**src/rtl/npu_pkg.sv**
```systemverilog
// Shared types for the GEMM post-processing scheduler: ACC bank states,
// queued post-processing commands and the issue FSM states.
package npu_pkg;

    // Command bank field is sized for the largest supported pool (4 banks).
    localparam int PP_BANK_W = 2;

    typedef enum logic [1:0] {
        BANK_FREE     = 2'd0,
        BANK_FILLING  = 2'd1,
        BANK_READY    = 2'd2,
        BANK_DRAINING = 2'd3
    } bank_state_t;

    typedef struct packed {
        logic [PP_BANK_W-1:0] bank;
        logic [7:0]           flags;
        logic [7:0]           scale;
        logic [7:0]           shift;
    } pp_cmd_t;

    typedef enum logic [1:0] {
        ST_IDLE  = 2'd0,
        ST_ISSUE = 2'd1,
        ST_RUN   = 2'd2
    } sched_state_t;

endpackage

```
**src/rtl/pp_cmd_fifo.sv**
```systemverilog
// In-order queue of pending post-processing commands; push and pop may
// happen in the same cycle, and clear empties it in one cycle.
module pp_cmd_fifo
    import npu_pkg::*;
#(
    parameter int DEPTH = 4,
    localparam int AW = $clog2(DEPTH)
) (
    input  logic          clk,
    input  logic          rst,
    input  logic          clear,
    input  logic          push,
    input  pp_cmd_t       din,
    input  logic          pop,
    output pp_cmd_t       dout,
    output logic [AW:0]   count
);

    pp_cmd_t       mem [DEPTH];
    logic [AW-1:0] wr_ptr;
    logic [AW-1:0] rd_ptr;

    always_ff @(posedge clk) begin
        if (push) begin
            mem[wr_ptr] <= din;
        end
    end

    always_ff @(posedge clk) begin
        if (rst || clear) begin
            wr_ptr <= '0;
            rd_ptr <= '0;
            count  <= '0;
        end else begin
            if (push) begin
                wr_ptr <= wr_ptr + AW'(1);
            end
            if (pop) begin
                rd_ptr <= rd_ptr + AW'(1);
            end
            case ({push, pop})
                2'b10:   count <= count + (AW+1)'(1);
                2'b01:   count <= count - (AW+1)'(1);
                default: count <= count;
            endcase
        end
    end

    assign dout = mem[rd_ptr];

endmodule

```
**src/rtl/gemm_post_sched.sv**
```systemverilog
// Sequences the post-processing unit over a pool of ACC banks.
//   state | meaning
//   IDLE  | waiting for a queued tile
//   ISSUE | pp command valid, waiting for pp_cmd_ready
//   RUN   | post-processor busy, watchdog counting
module gemm_post_sched
    import npu_pkg::*;
#(
    parameter int NUM_BANKS = 2,
    parameter int BANK_W    = $clog2(NUM_BANKS),
    parameter int QDEPTH    = 4,
    parameter int TIMEOUT   = 4096
) (
    input  logic              clk,
    input  logic              rst,
    input  logic              alloc_req,
    output logic              alloc_gnt,
    output logic [BANK_W-1:0] alloc_bank,
    input  logic              tile_valid,
    output logic              tile_ready,
    input  logic [BANK_W-1:0] tile_bank,
    input  logic [7:0]        tile_flags,
    input  logic [7:0]        tile_scale,
    input  logic [7:0]        tile_shift,
    output logic              pp_cmd_valid,
    input  logic              pp_cmd_ready,
    output logic [7:0]        pp_flags,
    output logic [7:0]        pp_scale,
    output logic [7:0]        pp_shift,
    output logic [BANK_W-1:0] pp_bank,
    input  logic              pp_done,
    input  logic              flush,
    output logic              sched_busy,
    output logic [BANK_W:0]   free_cnt,
    output logic              err_timeout,
    output logic              err_proto
);

    localparam int QW   = $clog2(QDEPTH) + 1;
    localparam int WD_W = $clog2(TIMEOUT) + 1;
    localparam logic [QW-1:0]   QDEPTH_C = QW'(QDEPTH);
    localparam logic [WD_W-1:0] WD_LAST  = WD_W'(TIMEOUT - 1);

    sched_state_t      state;
    sched_state_t      state_nxt;
    bank_state_t       bank_st     [NUM_BANKS];
    bank_state_t       bank_st_nxt [NUM_BANKS];
    pp_cmd_t           fifo_din;
    pp_cmd_t           fifo_dout;
    pp_cmd_t           pp_cmd_q;
    logic [QW-1:0]     q_count;
    logic [WD_W-1:0]   wd_cnt;

    logic              any_free;
    logic [BANK_W-1:0] free_idx;
    logic              tile_acc;
    logic              tile_ok;
    logic              push;
    logic              pop;
    logic              run_entry;
    logic              drain_free;
    logic              wd_expire;

    // Lowest-index free bank and free count, from registered state only.
    always_comb begin
        any_free = 1'b0;
        free_idx = '0;
        free_cnt = '0;
        for (int i = NUM_BANKS - 1; i >= 0; i--) begin
            if (bank_st[i] == BANK_FREE) begin
                any_free = 1'b1;
                free_idx = BANK_W'(i);
                free_cnt = free_cnt + (BANK_W+1)'(1);
            end
        end
    end

    always_comb begin
        tile_ok = 1'b0;
        for (int i = 0; i < NUM_BANKS; i++) begin
            if (tile_bank == BANK_W'(i) && bank_st[i] == BANK_FILLING) begin
                tile_ok = 1'b1;
            end
        end
    end

    assign alloc_gnt  = alloc_req & any_free & ~flush;
    assign alloc_bank = free_idx;
    assign tile_ready = (q_count < QDEPTH_C) & ~flush;
    assign tile_acc   = tile_valid & tile_ready;
    assign push       = tile_acc & tile_ok;

    always_comb begin
        fifo_din       = '0;
        fifo_din.bank  = PP_BANK_W'(tile_bank);
        fifo_din.flags = tile_flags;
        fifo_din.scale = tile_scale;
        fifo_din.shift = tile_shift;
    end

    pp_cmd_fifo #(
        .DEPTH (QDEPTH)
    ) u_fifo (
        .clk   (clk),
        .rst   (rst),
        .clear (flush),
        .push  (push),
        .din   (fifo_din),
        .pop   (pop),
        .dout  (fifo_dout),
        .count (q_count)
    );

    always_comb begin
        state_nxt  = state;
        pop        = 1'b0;
        run_entry  = 1'b0;
        drain_free = 1'b0;
        wd_expire  = 1'b0;
        case (state)
            ST_IDLE: begin
                // Flush empties the queue this cycle, so nothing may be popped.
                if (q_count != '0 && !flush) begin
                    pop       = 1'b1;
                    state_nxt = ST_ISSUE;
                end
            end
            ST_ISSUE: begin
                if (pp_cmd_ready) begin
                    run_entry = 1'b1;
                    state_nxt = ST_RUN;
                end
            end
            ST_RUN: begin
                if (pp_done) begin
                    drain_free = 1'b1;
                    state_nxt  = ST_IDLE;
                end else if (wd_cnt == WD_LAST) begin
                    wd_expire  = 1'b1;
                    drain_free = 1'b1;
                    state_nxt  = ST_IDLE;
                end
            end
            default: state_nxt = ST_IDLE;
        endcase
    end

    // Each event touches a bank in a distinct state, so at most one applies.
    always_comb begin
        for (int i = 0; i < NUM_BANKS; i++) begin
            bank_st_nxt[i] = bank_st[i];
            if (alloc_gnt && free_idx == BANK_W'(i)) begin
                bank_st_nxt[i] = BANK_FILLING;
            end
            if (push && tile_bank == BANK_W'(i)) begin
                bank_st_nxt[i] = BANK_READY;
            end
            if (pop && fifo_dout.bank == PP_BANK_W'(i)) begin
                bank_st_nxt[i] = BANK_DRAINING;
            end
            if (drain_free && pp_cmd_q.bank == PP_BANK_W'(i)) begin
                bank_st_nxt[i] = BANK_FREE;
            end
            if (flush && (bank_st[i] == BANK_FILLING || bank_st[i] == BANK_READY)) begin
                bank_st_nxt[i] = BANK_FREE;
            end
        end
    end

    always_ff @(posedge clk) begin
        if (rst) begin
            state       <= ST_IDLE;
            pp_cmd_q    <= '0;
            wd_cnt      <= '0;
            err_timeout <= 1'b0;
            err_proto   <= 1'b0;
            for (int i = 0; i < NUM_BANKS; i++) begin
                bank_st[i] <= BANK_FREE;
            end
        end else begin
            state <= state_nxt;
            for (int i = 0; i < NUM_BANKS; i++) begin
                bank_st[i] <= bank_st_nxt[i];
            end
            if (pop) begin
                pp_cmd_q <= fifo_dout;
            end
            if (run_entry) begin
                wd_cnt <= '0;
            end else if (state == ST_RUN) begin
                wd_cnt <= wd_cnt + WD_W'(1);
            end
            if (wd_expire) begin
                err_timeout <= 1'b1;
            end
            if ((tile_acc && !tile_ok) || (pp_done && state != ST_RUN)) begin
                err_proto <= 1'b1;
            end
        end
    end

    assign pp_cmd_valid = (state == ST_ISSUE);
    assign pp_bank      = pp_cmd_q.bank[BANK_W-1:0];
    assign pp_flags     = pp_cmd_q.flags;
    assign pp_scale     = pp_cmd_q.scale;
    assign pp_shift     = pp_cmd_q.shift;
    assign sched_busy   = (state != ST_IDLE) || (q_count != '0);

endmodule

```
**config.mk**
```make
export PLATFORM = sky130hd
export DESIGN_NAME = gemm_post_sched
export DESIGN_NICKNAME = d
export VERILOG_FILES = /design/src/rtl/npu_pkg.sv /design/src/rtl/pp_cmd_fifo.sv /design/src/rtl/gemm_post_sched.sv
export SDC_FILE = /design/constraint.sdc
export NUM_CORES = 1
export LEC_CHECK = 0
export BUFFER_PORTS_ARGS = -buffer_cell sky130_fd_sc_hd__buf_2
export CORE_MARGIN = 2
export CORE_UTILIZATION = 55
export CTS_BUF_LIST = sky130_fd_sc_hd__clkbuf_4
export DETAILED_ROUTE_END_ITERATION = 8
export GPL_TIMING_DRIVEN = 0
export HOLD_SLACK_MARGIN = 0.08
export PLACE_DENSITY = 0.86
export RECOVER_POWER = 100
export SETUP_SLACK_MARGIN = 0.2
export SYNTH_ARGS = -nofsm -noshare
export SYNTH_HDL_FRONTEND = slang
export SYNTH_SLANG_ARGS = --single-unit
```
**constraint.sdc**
```tcl
create_clock -name clk -period 2.4 [get_ports clk]
set_clock_uncertainty 0.2 [all_clocks]
set_input_delay 0.12 -clock clk [delete_from_list [all_inputs] [get_ports clk]]
set_output_delay 0.12 -clock clk [all_outputs]
set_load 0.005 [all_outputs]
```
Word-level counts from Yosys, hierarchy flattened
Memories as Yosys holds them, arrays and structs flattened. A register that Yosys moved wholly into a read port is not among the register bits.
Cells that the tools add are included.
W data, S select, Z words.
{ "word_totals": {"regBits": 50, "ram_bits": 104, "out_inout_bits": 34, "word_cells": 118, "mem_count": 2} }
{ "classes": {"add_sub_neg": 6, "n_lt_le_gt_ge": 1, "n_eq_ne": 15, "n_mux": 41, "bitwise": 10, "reduce_logical": 32} }
{ "memory_table": {"columns": ["memory", "words", "width", "rd", "rd_ports_with_merged_regs", "wr", "line_no", "source"], "rows": [
  ["u_fifo.mem", 4, 25, 1, 1, 1, "pp_cmd_fifo.sv:19", "pp_cmd_t mem [DEPTH];"],
  ["bank_st", 2, 2, 2, 0, 2, "gemm_post_sched.sv:46", "bank_state_t bank_st [NUM_BANKS];"]
]} }
{ "ops": {"columns": ["operator", "count"], "rows": [
  ["$mux W2", 19],
  ["$mux W1", 20],
  ["$logic_and A1 B1 Y1", 15],
  ["$add A13 B1 Y13 const B", 1],
  ["$eq A13 B12 Y1 const B", 1],
  ["$eq A2 B1 Y1 const B", 6],
  ["$logic_not A2 Y1", 5],
  ["$eq A2 B2 Y1 const B", 4],
  ["$add A2 B1 Y2 const B", 3],
  ["$pmux W2 S3", 1],
  ["$pmux W3 S2", 1],
  ["$and A1 B1 Y1", 5],
  ["$logic_or A1 B1 Y1", 5],
  ["$ne A2 B2 Y1 const B", 2],
  ["$reduce_bool A2 Y1", 2],
  ["$add A3 B1 Y3 const B", 1],
  ["$lt A3 B3 Y1 const B", 1],
  ["$ne A3 B3 Y1 const B", 1],
  ["$not A1 Y1", 3],
  ["$reduce_and A3 Y1", 1],
  ["$reduce_bool A3 Y1", 1],
  ["$sub A3 B1 Y3 const B", 1],
  ["$logic_not A1 Y1", 2],
  ["$ne A2 B1 Y1 const B", 1],
  ["2 further kinds", 3]
]} }

Longest topological paths before layout
Gate-level depths: netlist (run 1).
An unclocked memory read counts as a cell.
{ "depth": {"depth_word": 13, "ltp_mapped": 12, "depth_no_buf": 11} }

Hierarchy
From an unflattened synthesis (run 1), not the netlist that was laid out.
{ "unflattened": {"hier_cells": 464, "area_unflattened_um2": 6618.8} }
{ "by_module_without_submodules": {"columns": ["module", "instances", "cells_each", "area_per_inst_um2", "seq_area_each_um2"], "rows": [
  ["pp_cmd_fifo", 1, 182, 4226.6, 3303.2],
  ["gemm_post_sched", 1, 282, 2392.3, 940.9]
]} }

Least setup slack after synthesis (run 1)
OpenSTA, ideal clock, no wires.
{ "synth_timing": {"path_kind": "register to register", "startpoint": "register state[1]", "endpoint": "register u_fifo.count[2]", "setup_ns": 0.070, "arrival_time_ns": 2.348, "t_required_ns": 2.130, "path_slack_ns": -0.218, "path_stages_with_launch": 11, "cell_sequence": "dfxtp_1 > or4_1 > buf_6 > clkinv_8 > buf_12 > ha_1 > inv_1 > fa_1 > xor2_1 > or3_1 > a21oi_1"} }
{ "synth_via": {"elab_chain_cells": 4, "elab_cells_between_ends": 6, "classes_between": "2 x eq/ne; 2 x mux; 2 x reduce/logical"} }
{ "synth_rtl": {"columns": ["element", "line_no", "source"], "rows": [
  ["start: declaration", "gemm_post_sched.sv:44", "sched_state_t state;"],
  ["start signal: assignment", "gemm_post_sched.sv:181", "state <= state_nxt;"],
  ["$logic_not A2 Y1 (*)", "gemm_post_sched.sv:120", "case (state)"],
  ["$mux W1 (*)", "gemm_post_sched.sv:120", null],
  ["named net pop", "gemm_post_sched.sv:59", "logic pop;"],
  ["$eq A2 B1 Y1 / $eq A2 B2 Y1 (equally long branches)", "pp_cmd_fifo.sv:41", "case ({push, pop})"],
  ["$pmux W3 S2 / $reduce_bool A2 Y1 (equally long branches)", null, null],
  ["end signal: assignment", "pp_cmd_fifo.sv:42", "2'b10: count <= count + (AW+1)'(1);"],
  ["end signal: assignment", "pp_cmd_fifo.sv:43", "2'b01: count <= count - (AW+1)'(1);"],
  ["end signal: assignment", "pp_cmd_fifo.sv:44", "default: count <= count;"],
  ["end: declaration", "pp_cmd_fifo.sv:16", "output logic [AW:0] count"]
]} }
The timed path passes the listed nets; every way through them passes the cells marked *.
A chain may end at the register's enable or synchronous reset.

Worst setup path after layout (run 1)
{ "layout_timing": {"startpoint": "register state[0]", "endpoint": "register u_fifo.count[2]"} }
Same word-level chain as after synthesis.

==> out/results.tsv, run 1 <==
metric	value	unit
ys_ff_latch	155	
drt_wl_total	12800	um
slowest_stage	or4_4	
post_dp_cell_area	6640	um^2
holdWs	0.109	ns
start_util	56.4	%
rsz0062_at_grt	yes	
die_x	109	um
die_area	12000	um^2
critPathArrivalTime	2.78	ns
avgSynthCellArea	14.5	um^2
worstHoldStart	flush	
period_share	103	%
synth_nets	468	
synthTopCellsByCount	edfxtp_1 (100), dfxtp_1 (55), nand2_1 (52)	
ff2ff_path_depth	10	
path_delay_family	simple AND/OR/NAND/NOR gates	
synth_top_area_cell	edfxtp_1	
holdPathEnd	u_fifo.wr_ptr[0]$_SDFFE_PP0P_	
ir_drop	519	uV
coreArea	10800	um^2
worstHoldPathCells	6	
chipHeight	109	um
dp_cells	627	
ys_async_sr_fraction	0	%
nNetsFinal	611	
worstReg2RegStart	state[0]$_SDFFE_PP0P_	
dp_hpwl	7670	um
cts_root_buffer	clkbuf_4	
p_leak	2.54	nW
path_buf_inv	4	
final-setup-viol-count	1	
routed-via-count	3932	
violations	negative setup slack	
reg2reg_to	u_fifo.count[2]$_SDFFE_PP0P_	
first_pass_iters	5	
cts_tree	built	
grt_start_max_net_pins	26	
grtUsageTotal	23.0	%
layout_setup_ws	-0.0745	ns
drive_gt1_share	28.5	%
timing.final.hold_violations	0	
syn_area	6120	um^2
clk_pin_slew_worst_paths	0.14	ns
tightest_slew	0.762	ns
wire_per_inst	17.8	um
syn_to_final_growth	23.4	%
clock.fmax	404	MHz
ys_seq_area_share	67.1	%
power.density	623	nW/um^2
clk_latency	0.58	ns
rows	38	
outcome	complete, but fails checks	
endpoint_kind	flip-flop	
max-cap-violations	0	
cts_max_level	4	
start_kind	flip-flop	
numCtsBuffers	17	
ant_nets	0	
port_buffers	65	
place_ws	-0.224	ns
syn_inst	422	
drc	0	
cpPeakStageDelay	0.51	ns
place_congestion	0.789	
crit_path_cell_trace	or4_4 > buf_6 > clkinv_8 > buf_12 > ha_4 > inv_2 > fa_2 > xor2_1 > or3_1 > a21oi_1	
startpoint	state[0]$_SDFFE_PP0P_	
reg2reg_slack	-0.07	ns
maxSlewHeadroom	48.8	%
min_period	2.47	ns
grt_pass1_wl	20300	um
stdcell_count	718	
grt_antenna_before_repair	0	
yosys.area.top_type_share	49.1	%
yosysMostFrequentCell	edfxtp_1	
path_class	flip-flop to flip-flop	
synth_top_flop_cell	edfxtp_1	
final_cell_area	7550	um^2
grt_pass1_vias	4074	
drv_slew	0	
clock_sinks	155	
ys.warnings.count	0	
path_max_fanout	2	
total_power	0.00470	W
via_per_inst	5.48	
overflow	0	
required	2.71	ns
hp-class	primary input to flip-flop	
io_pins	66	
synth_area_leaders	edfxtp_1 (49%), dfxtp_1 (18%), mux4_2 (9.2%)	
antennaDiodeCount	0	
cts_max_path_buffers	2	
synth_cell_types	49	
drtIter0Drc	355	
synth_enable_flop_cells	100	
worst reg2reg max path, cell delays in order (launching register included):
cell      delay (ns)
dfxtp_4         0.37
or4_4           0.51
buf_6           0.15
clkinv_8        0.05
buf_12          0.09
ha_4            0.12
inv_2           0.03
fa_2            0.32
xor2_1          0.15
or3_1           0.30
a21oi_1         0.11
through the flow:
stage                     setup TNS, ns  util (%)
after floorplan                 -0.0743         -
final                           -0.0745      69.6
after global placement           -14.27      61.3
after detailed placement         -13.46      61.3
after global routing             -0.144      69.6
after CTS                       -0.0674      69.6
sequential cells by signal, indices dropped and copies added (netlist names), 2 cells and up, named ones only:
name / count
bank_st: 4
pp_flags: 8
pp_scale: 8
pp_shift: 8
state: 2
u_fifo.count: 3
u_fifo.mem: 100
u_fifo.rd_ptr: 2
u_fifo.wr_ptr: 2
wd_cnt: 13
power by group:
group	total, W	switching (W)	internal [W]
sequential	0.00285	0.00000669	0.00284
combinational	0.000236	0.000113	0.000123
clock	0.00162	0.000978	0.000637
total	0.00470	0.00110	0.00360
metal layers:
layer | share of wire, % | vias to the layer above | GRT usage, %
li1 | - | 1835 | -
met1 | 41 | 1947 | 28.3
met4 | 1.2 | 0 | 8.14
met5 | 0 | - | 0
met2 | 52 | 132 | 38.9
met3 | 6.0 | 18 | 6.70
cells in the final DEF, fill, tap and decap left out, drive strengths merged, types with 2 or more instances in the layout:
cell type and instances:
a21oi 35, a31oi 3, a41o 2, and2 6
buf 56, bufinv 2, clkbuf 56, clkinv 5
clkinvlp 3, dfxtp 55, dlygate4sd3 47, edfxtp 100
ha 13, inv 22, mux2i 2, mux4 25
nand2 61, nand2b 4, nand3 4, nand4 3
nor2 25, nor2b 3, nor3 5, o21ai 4
o31ai 3, or4 2, xnor2 9, xor2 6
worst max-delay path by stage:
stage,end,slack (ns),cells after the start
3_3_place_gp,u_fifo.count[2]$_SDFFE_PP0P_,-0.19,11
3_5_place_dp,u_fifo.count[2]$_SDFFE_PP0P_,-0.22,11
6_report,u_fifo.count[2]$_SDFFE_PP0P_,-0.07,10
5_1_grt,u_fifo.count[2]$_SDFFE_PP0P_,-0.14,12
2_1_floorplan,u_fifo.count[2]$_SDFFE_PP0P_,-0.07,10
4_1_cts,u_fifo.count[2]$_SDFFE_PP0P_,-0.07,10
cells by family after synthesis:
| kind of cell | Yosys count | synth area share (%) |
|---|---|---|
| adders and majority gates | 14 | 2.99 |
| AOI/OAI and AO/OA | 52 | 5.42 |
| xor gates and xnor gates | 15 | 2.15 |
| and+or+nand+nor | 124 | 9.67 |
| DFF | 155 | 67.1 |
| buffers and inverters | 35 | 3.17 |
| muxes | 27 | 9.53 |
area by class of cell:
type	instances	area, um^2
repair buffers	124	851
flip-flops and latches	155	4120
clock inverters	15	163
fillers	762	3290
clock buffers	17	128
inverters	17	78.8
multi-input cells	232	1910
plain buffers	18	120
well taps	140	175
repair_timing:
item | in CTS | in global routing
endpoints found under the hold margin | 145 | 1
buffers inserted | 10 | 2
pin swaps | 2 | 2
hold buffers | 46 | 1
gates cloned | 0 | 0
setup endpoints to repair | 104 | 4
gates resized for setup | 33 | 6
Note: power is estimated with default switching activity, not from simulation.
==> run 2: changes to the inputs <==
--- a/config.mk
+++ b/config.mk
@@ -12,7 +12,7 @@
 export DETAILED_ROUTE_END_ITERATION = 8
 export GPL_TIMING_DRIVEN = 0
 export HOLD_SLACK_MARGIN = 0.08
-export PLACE_DENSITY = 0.86
+export PLACE_DENSITY = 0.78
 export RECOVER_POWER = 100
 export SETUP_SLACK_MARGIN = 0.2
 export SYNTH_ARGS = -nofsm -noshare
==> out/results.tsv, run 2 (same netlist as run 1, synthesis figures left out) <==
metric	value	unit	change
outcome	complete, but fails checks		unchanged
violations	negative setup slack		unchanged
grt_pass1_wl	20000	um	was 20300 um
clkPwrFrac	30.2	%	was 34.3%
rsz0062_at_grt	yes		unchanged
power.density	583	nW/um^2	was 623 nW/um^2
holdWs	0.140	ns	was 0.109 ns
route.met2.wl	6560	um	was 6670 um
chipHeight	109	um	unchanged
p_comb_share	5.5	%	was 5.0%
start_kind	flip-flop		unchanged
hp-class	primary input to flip-flop		unchanged
tightest_slew	0.648	ns	was 0.762 ns
cts_root_buffer	clkbuf_4		unchanged
ant_nets	0		unchanged
fillers	740		was 762
final_cell_mix	edfxtp_1 (100), dlygate4sd3_1 (54), nand2_1 (52)		was edfxtp_1 (100), nand2_1 (52), dlygate4sd3_1 (47)
path_class	flip-flop to flip-flop		unchanged
p_leak	2.58	nW	was 2.54 nW
top_register	u_fifo.mem		unchanged
grt_pass1_vias	4191		was 4074
final-setup-viol-count	1		unchanged
ff2ff_path_depth	10		unchanged
stdcell_count	727		was 718
routed-via-count	3901		was 3932
via_per_inst	5.37		was 5.48
numCtsBuffers	17		unchanged
reg2reg_to	u_fifo.count[2]$_SDFFE_PP0P_		unchanged
dp_cells	627		unchanged
multiInputGateArea	1940	um^2	was 1910 um^2
final_common_cell	edfxtp_1		unchanged
dp_hpwl	7360	um	was 7670 um
critPathArrivalTime	2.73	ns	was 2.78 ns
syn_to_final_growth	24.3	%	was 23.4%
timing.final.hold_violations	0		unchanged
die_x	109	um	unchanged
place_congestion	0.787		was 0.789
layout_setup_ws	-0.0690	ns	was -0.0745 ns
power_switching	0.00100	W	was 0.00110 W
ir_drop	728	uV	was 519 uV
clk_pin_slew_worst_paths	0.13	ns	was 0.14 ns
drtIter0Drc	197		was 355
reg2reg_slack	-0.07	ns	about the same
wl_met1	4920	um	was 5190 um
first_pass_iters	5		unchanged
cts_max_path_buffers	2		unchanged
p_seq_share	64.3	%	was 60.6%
cts_max_level	4		unchanged
path_max_fanout	2		unchanged
endpoint_kind	flip-flop		unchanged
largest_reg_flops	100		unchanged
p_sw_share	22.7	%	was 23.3%
period_share	103	%	about the same
reg_top3	u_fifo.mem: 100 flops, wd_cnt: 13 flops		unchanged
required	2.66	ns	was 2.71 ns
clock_sinks	155		unchanged
start_util	56.4	%	unchanged
clk_latency	0.54	ns	was 0.58 ns
drt_wl_total	12400	um	was 12800 um
io_pins	66		unchanged
maxSlewHeadroom	56.8	%	was 48.8%
port_buffers	65		unchanged
coreArea	10800	um^2	unchanged
antennaDiodeCount	0		unchanged
die_area	12000	um^2	unchanged
cts_tree	built		unchanged
highest_layer	met4		unchanged
worstReg2RegStart	state[0]$_SDFFE_PP0P_		unchanged
overflow	0		unchanged
drc	0		unchanged
routed-wl-met3	714	um	was 765 um
drv_slew	0		unchanged
grt_antenna_before_repair	0		unchanged
rows	38		unchanged
nNetsFinal	620		was 611
drive_gt1_share	30.0	%	was 28.5%
clock.fmax	405	MHz	was 404 MHz
grtUsageTotal	23.0	%	about the same
grt_start_max_net_pins	26		unchanged
cp-endpoint	u_fifo.count[2]$_SDFFE_PP0P_		unchanged
min_period	2.47	ns	about the same
wire_per_inst	17.1	um	was 17.8 um
intPower	0.00343	W	was 0.00360 W
final-seq-area	4120	um^2	about the same
max-cap-violations	0		unchanged
setup_tns	-0.0690	ns	was -0.0745 ns
startpoint	state[0]$_SDFFE_PP0P_		unchanged
[run 2: cell count changes in the layout (fill, tap and decap cells not counted), sizes merged]
cell	delta
clkinv	+1
bufinv	-2
clkinvlp	+1
buf	+9
dlygate4sd3	+7
clkbuf	-3
inv	-4
[run 2: final cells by class]
type	instances	area share, %
multi-input cells	232	25.4
well taps	140	2.30
plain buffers	18	1.60
clock inverters	11	0.971
flip-flops and latches	155	54.2
inverters	17	1.04
repair buffers	133	12.4
clock buffers	21	2.07
[run 2: what timing repair did]
item | in CTS | in global routing
endpoints found under the hold margin | 145 | 0
buffers inserted | 12 | 2
hold buffers | 54 | 0
setup endpoints to repair | 103 | 3
pin swaps | 4 | 3
resized for setup | 34 | 13
[run 2: how the worst min path moves through the flow]
stage	from	end	slack [ns]	cells past startpoint
3_3_place_gp	tile_shift[4]	u_fifo.mem[0][4]$_DFFE_PP_	0.13	1
2_1_floorplan	tile_shift[0]	u_fifo.mem[0][0]$_DFFE_PP_	0.02	0
4_1_cts	flush	pp_flags[7]$_SDFFE_PP0P_	0.07	7
6_report	flush	pp_shift[0]$_SDFFE_PP0P_	0.14	7
5_1_grt	flush	pp_shift[1]$_SDFFE_PP0P_	0.11	7
3_5_place_dp	tile_scale[3]	u_fifo.mem[1][11]$_DFFE_PP_	0.14	1
[run 2: metrics by stage]
| stage | area (um^2) | util (%) | total power [W] | worst slack, ns |
|---|---|---|---|---|
| after floorplan | 6140 | - | 0.00298 | -0.0743 |
| after detailed placement | 6640 | 61.3 | 0.00306 | -0.258 |
| after global routing | 7610 | 70.2 | 0.00460 | -0.125 |
| final | 7610 | 70.2 | 0.00443 | -0.0690 |
| after global placement | 6640 | 61.3 | 0.00305 | -0.173 |
| after CTS | 7580 | 70.0 | 0.00445 | -0.0508 |
[run 2: per-layer routing]
layer,vias up,track usage (%)
met4,0,8.14
met1,1913,25.5
met3,19,7.41
li1,1855,-
met2,114,41.6
met5,-,0
[run 2: critical path, cell delays in order, from the launching register on]
cell	delay [ns]
dfxtp_2	0.35
or4_4	0.51
buf_6	0.15
clkinv_8	0.04
buf_12	0.08
ha_4	0.12
inv_2	0.03
fa_2	0.33
xor2_1	0.15
or3_1	0.31
a21oi_1	0.12
[run 2: power by group through the flow]
stage          clock network [W]  registers [W]   logic, W
2_1_floorplan                  0        0.00291  0.0000705
3_5_place_dp                   0        0.00291   0.000146
5_1_grt                  0.00149        0.00285   0.000269
4_1_cts                  0.00137        0.00285   0.000233
3_3_place_gp                   0        0.00291   0.000138
6_report                 0.00134        0.00285   0.000245
